==> src/rtl/background_pattern.sv <==
// background_pattern
// Per-pixel background colour generator for the VGA pipeline.
// Four patterns: horizontal bars, vertical bars, tile checkerboard and a
// horizontally scrolling checkerboard. Pattern changes take effect only at
// the end of a frame so a frame is never drawn with two patterns.
// Two register stages: stage 1 holds the decoded pixel attributes, stage 2
// holds the final colour.

module background_pattern #(
  parameter int HACTIVE     = 800,
  parameter int VACTIVE     = 600,
  parameter int NBARS       = 6,
  parameter int TILE_LOG2   = 5,
  parameter int SCROLL_STEP = 1
) (
  input  logic               clk,
  input  logic               reset_n,
  input  logic signed [10:0] spotX,
  input  logic signed [10:0] spotY,
  input  logic        [1:0]  mode_req,
  input  logic               mode_load,
  output logic        [1:0]  mode_active,
  output logic        [7:0]  bck_r,
  output logic        [7:0]  bck_g,
  output logic        [7:0]  bck_b
);

  // Scroll counter is two tiles wide so the scrolled pattern repeats cleanly.
  localparam int SW = TILE_LOG2 + 1;

  localparam logic [23:0] COL_LIGHT = 24'hC0C0C0;
  localparam logic [23:0] COL_DARK  = 24'h404040;
  localparam logic [23:0] COL_BLACK = 24'h000000;

  // Bar boundary k of NBARS across an extent, rounded down.
  function automatic logic [10:0] bar_threshold(input int k, input int extent);
    return 11'((k * extent) / NBARS);
  endfunction

  // Bar palette cycles through six saturated colours.
  function automatic logic [23:0] bar_colour(input logic [5:0] idx);
    logic [23:0] col;
    case (idx % 6'd6)
      6'd0:    col = 24'hFF0000;
      6'd1:    col = 24'h00FF00;
      6'd2:    col = 24'h0000FF;
      6'd3:    col = 24'hFFFF00;
      6'd4:    col = 24'hFF00FF;
      6'd5:    col = 24'h00FFFF;
      default: col = COL_BLACK;
    endcase
    return col;
  endfunction

  // Checker parity: tile column bit XOR tile row bit.
  function automatic logic tile_parity(input logic [11:0] x, input logic [10:0] y);
    return x[TILE_LOG2] ^ y[TILE_LOG2];
  endfunction

  // Frame-level state
  logic [1:0]    r_mode_active;
  logic [1:0]    r_mode_pending;
  logic [SW-1:0] r_scroll;

  // Stage 1 registers
  logic          r_s1_active;
  logic [5:0]    r_s1_hbar;
  logic [5:0]    r_s1_vbar;
  logic          r_s1_par;
  logic [1:0]    r_s1_mode;

  // Stage 2 registers
  logic [7:0]    r_bck_r;
  logic [7:0]    r_bck_g;
  logic [7:0]    r_bck_b;

  // Combinational decode of the incoming coordinates
  logic          w_active;
  logic          w_frame_end;
  logic [5:0]    w_hbar;
  logic [5:0]    w_vbar;
  logic [11:0]   w_xs;
  logic          w_par;
  logic          w_spar;
  logic [23:0]   w_colour;

  // Negative coordinates are rejected via the sign bit before the upper bound test.
  assign w_active = !spotX[10] && ($unsigned(spotX) < 11'(HACTIVE)) &&
                    !spotY[10] && ($unsigned(spotY) < 11'(VACTIVE));

  assign w_frame_end = ($unsigned(spotX) == 11'(HACTIVE - 1)) &&
                       ($unsigned(spotY) == 11'(VACTIVE - 1));

  // Scrolled column uses 12-bit unsigned arithmetic; only meaningful in the active area.
  assign w_xs   = {1'b0, $unsigned(spotX)} + 12'(r_scroll);
  assign w_par  = tile_parity({1'b0, $unsigned(spotX)}, $unsigned(spotY));
  assign w_spar = tile_parity(w_xs, $unsigned(spotY));

  // Bar index = number of bar boundaries at or before the coordinate.
  always_comb begin
    w_hbar = 6'd0;
    w_vbar = 6'd0;
    for (int k = 1; k < NBARS; k++) begin
      if ($unsigned(spotY) >= bar_threshold(k, VACTIVE)) begin
        w_hbar = w_hbar + 6'd1;
      end else begin
        w_hbar = w_hbar;
      end
      if ($unsigned(spotX) >= bar_threshold(k, HACTIVE)) begin
        w_vbar = w_vbar + 6'd1;
      end else begin
        w_vbar = w_vbar;
      end
    end
  end

  // Frame-synchronous mode switching and per-frame scroll advance.
  always_ff @(posedge clk) begin
    if (!reset_n) begin
      r_mode_active  <= 2'd0;
      r_mode_pending <= 2'd0;
      r_scroll       <= '0;
    end else begin
      if (mode_load) begin
        r_mode_pending <= mode_req;
      end
      if (w_frame_end) begin
        r_mode_active <= mode_load ? mode_req : r_mode_pending;
        r_scroll      <= r_scroll + SW'(SCROLL_STEP);
      end
    end
  end

  // Stage 1: capture pixel attributes with the mode and scroll in force now.
  always_ff @(posedge clk) begin
    if (!reset_n) begin
      r_s1_active <= 1'b0;
      r_s1_hbar   <= 6'd0;
      r_s1_vbar   <= 6'd0;
      r_s1_par    <= 1'b0;
      r_s1_mode   <= 2'd0;
    end else begin
      r_s1_active <= w_active;
      r_s1_hbar   <= w_hbar;
      r_s1_vbar   <= w_vbar;
      r_s1_par    <= (r_mode_active == 2'd3) ? w_spar : w_par;
      r_s1_mode   <= r_mode_active;
    end
  end

  // Colour selection from the stage 1 attributes.
  always_comb begin
    if (!r_s1_active) begin
      w_colour = COL_BLACK;
    end else begin
      case (r_s1_mode)
        2'd0:    w_colour = bar_colour(r_s1_hbar);
        2'd1:    w_colour = bar_colour(r_s1_vbar);
        2'd2:    w_colour = r_s1_par ? COL_DARK : COL_LIGHT;
        2'd3:    w_colour = r_s1_par ? COL_DARK : COL_LIGHT;
        default: w_colour = COL_BLACK;
      endcase
    end
  end

  // Stage 2: register the final colour.
  always_ff @(posedge clk) begin
    if (!reset_n) begin
      r_bck_r <= 8'd0;
      r_bck_g <= 8'd0;
      r_bck_b <= 8'd0;
    end else begin
      r_bck_r <= w_colour[23:16];
      r_bck_g <= w_colour[15:8];
      r_bck_b <= w_colour[7:0];
    end
  end

  assign mode_active = r_mode_active;
  assign bck_r       = r_bck_r;
  assign bck_g       = r_bck_g;
  assign bck_b       = r_bck_b;

endmodule

==> config.mk <==
export PLATFORM = sky130hd
export DESIGN_NAME = background_pattern
export DESIGN_NICKNAME = d
export VERILOG_FILES = /design/src/rtl/background_pattern.sv
export SDC_FILE = /design/constraint.sdc
export NUM_CORES = 1
export LEC_CHECK = 0
export ABC_AREA = 1
export CAP_MARGIN = 20
export CORE_MARGIN = 2
export CORE_UTILIZATION = 55
export DETAILED_ROUTE_END_ITERATION = 8
export PLACE_DENSITY = 0.86
export RECOVER_POWER = 50
export SLEW_MARGIN = 20
export SYNTH_ARGS = -nofsm -noshare
export SYNTH_HDL_FRONTEND = slang
export SYNTH_SLANG_ARGS = --single-unit
==> constraint.sdc <==
create_clock -name clk -period 4.7 [get_ports clk]
set_clock_uncertainty 0.15 [all_clocks]
set_input_delay 0.94 -clock clk [delete_from_list [all_inputs] [get_ports clk]]
set_output_delay 0.94 -clock clk [all_outputs]
set_load 0.02 [all_outputs]
==> run metrics <==
crit path to=r_s1_vbar[1]; hold_ws=0.322 ns; initial antenna violation count=0; critical path, cell by cell=clkdlybuf4s50_1, nor2_1, inv_1, nor2_1, nand2_1, inv_1, a21oi_1, a311oi_1, inv_1, ha_1, xnor2_1, inv_1, ha_1, inv_1, o21ai_1, ha_1, nand2_1, o21ai_0, nand2_1, inv_1; largest net degree at the start of global routing=19; Initial Util=56.5%; Max-Cap Viols=0; worst reg2reg path startpoint=r_s1_vbar[3]; crit path kind=in2reg; CTS resizes=0; Pre-antenna DRT Iters=4; area post-placement=3120 sq um; count of final hold-check violations=0; RSZ-0062 raised after global routing=false; ranking of synthesized cells by area=dfxtp_1 (25%), nand2_1 (13%), inv_1 (10%); first-pass GRT wire length=9.29 mm; post-CTS setup buffers=0; CTS Buf Count=5; r2r endpoint=bck_g[6]; Fmax=258 MHz; RD Place Congestion=0.943; Worst Path Arrival=3.91 ns; Synth Instances=417; CTS clk-pin slew, worst paths=0.07 ns; Final period util=82.5%; wire per inst=10.6 um; Slew Limit Fails=0; Max FO, Critical Path=3; row count=25; vias in the first global route=2374; depth of the most critical reg-to-reg path=20; Syn Area/Cell=6.36 sq um; hold_buf cts=0; clock root cell=clkbuf_8; R2R setup slack=2.01 ns; Post-Syn Area=2650 sq um; status=completed; synthesis-stage register bit count=33; via density per instance=5.22; diodes inserted=0; Die Y=73.4 um; Die W=73.4 um; CORE AREA=4690 sq um; CTS tree=done; post-layout util=68.2%; Setup crit end kind=register; share of post-route cells with drive strength above 1=7.19%; GRT overflow=0; Crit path depth=20; Fin Setup TNS=0 ns; post-DP HPWL=4.43 mm; Total GRT Usage=21.5%; power density over the cells=240 nW/um^2; clock sinks=33; Post-DRT Antenna Nets=0; Slew HR=57.8%; Longest Clk Path Bufs=2; final WL=5.42 mm; Crit-path slowest cell=clkdlybuf4s50_1; Placed Cells=505; CP top delay family=adder cells; Final Cell Area=3200 sq um; Final Critical Period=3.88 ns; worst min path class=reg2reg; Worst-Skew Late Latency=0.29 ns; setup slack after layout=0.820 ns; Netlist cell types=46; Yosys warnings=0; setup violators final=0; static leakage=1.68 nW; Place WS=0.535 ns; Worst Setup SP=spotX[5]; DRC errors left=0; Design Power=0.767 mW; Nets=501; Yosys top cell by area=dfxtp_1; nature of the critical path startpoint=primary input; Ports=53; IO buf count=52; critical path's most frequent cell=inv_1; worst stage delay on the critical path=0.44 ns; CP bufs+invs=7; Least-Margin Pin Slew=0.631 ns; overall via count from detail_route=2677; non-filler cells, final=513; peak supply drop=0.121 mV; area of the die=5390 sq um; initial DRC count=85; worst path required time=4.73 ns; register area share after synthesis=24.9%; Max H-tree Level=2; synth-to-layout area growth=20.8%; post-synth top area share=24.9%
where the power goes:
group          leakage [nW]  switching [mW]  internal (mW)  total, mW
sequential            0.269          0.0120          0.292      0.304
combinational          1.36           0.155          0.100      0.255
clock                0.0439           0.106          0.102      0.208
total                  1.68           0.273          0.495      0.767
cell usage after synthesis (all sizes together):
cell	count
nand2	103
inv	74
nor2	54
dfxtp	33
nand3	27
o21ai	25
ha	16
a21oi	15
buf	15
nand4	10
nor3	5
clkbuf	4
or2	4
nor4	3
xnor2	3
xor2	3
a211oi	2
mux2i	2
o211ai	2
o41ai	2
a21boi	1
a21o	1
a221oi	1
a311oi	1
a31o	1
a31oi	1
and3	1
clkinv	1
conb	1
mux2	1
nand3b	1
o2111ai	1
o21bai	1
o311ai	1
o31ai	1
cell families (layout without fill, tap and decap cells):
kind of cell | after synthesis | in the layout | synth area share [%]
multiplexers | 3 | 3 | 1.18
XOR/XNOR | 6 | 6 | 1.98
other | 1 | 2 | 0.141
adder cells (fa/ha/maj) | 16 | 16 | 7.55
AND/OR/NAND/NOR | 208 | 208 | 35.4
buffers and inverters | 94 | 135 | 15.4
AO/OA/AOI/OAI | 56 | 56 | 13.4
flip-flops | 33 | 33 | 24.9
worst min-delay path, stage by stage, from the launching register on:
cell	delay, ns
dfxtp_1	0.33
nand2_1	0.06
inv_1	0.03
layer usage:
metal	routed length (um)	global-route usage, %
met4	130	10.3
met5	0	0
met1	2330	24.4
met2	2720	38.9
met3	232	3.57
cell usage in the layout (no fill, tap or decap), types with 3 or more instances in the layout:
cell type and count:
a21oi_1 15, clkbuf_8 5, clkdlybuf4s50_1 28, dfxtp_1 33, dlygate4sd3_1 24, ha_1 16, inv_1 74, nand2_1 94
nand2_2 8, nand3_1 24, nand3_2 3, nand4_1 9, nor2_1 50, nor2_2 3, nor3_1 5, o21ai_0 21
xnor2_1 3, xor2_1 3
worst min-delay path by stage:
stage | slack (ns) | cells after the start | startpoint | end
2_1_floorplan | 0.29 | 1 | r_scroll[5] | r_scroll[5]
3_3_place_gp | 0.31 | 2 | mode_active[1] | r_s1_mode[1]
3_5_place_dp | 0.31 | 2 | mode_active[0] | r_s1_mode[0]
4_1_cts | 0.32 | 2 | mode_active[0] | r_s1_mode[0]
5_1_grt | 0.34 | 1 | r_scroll[5] | r_scroll[5]
6_report | 0.32 | 2 | mode_active[0] | r_s1_mode[0]
cell type report:
class                           count  area [sq um]
Multi-Input combinational cell    291          1590
Fill cell                         407          1490
Sequential cell                    33           661
Timing Repair Buffer               52           520
Inverter                           75           282
Clock buffer                        5          68.8
Tap cell                           54          67.6
Clock inverter                      3          17.5
sequential cells by signal, indices dropped and copies added, names as in the netlist:
| register | cells |
|---|---|
| r_scroll | 6 |
| r_s1_par | 1 |
| r_s1_active | 1 |
| r_mode_pending | 2 |
| r_s1_hbar | 5 |
| bck_g | 3 |
| bck_b | 3 |
| r_s1_mode | 2 |
| r_s1_vbar | 5 |
| bck_r | 3 |
| mode_active | 2 |
(Power assumes the default switching activity.)
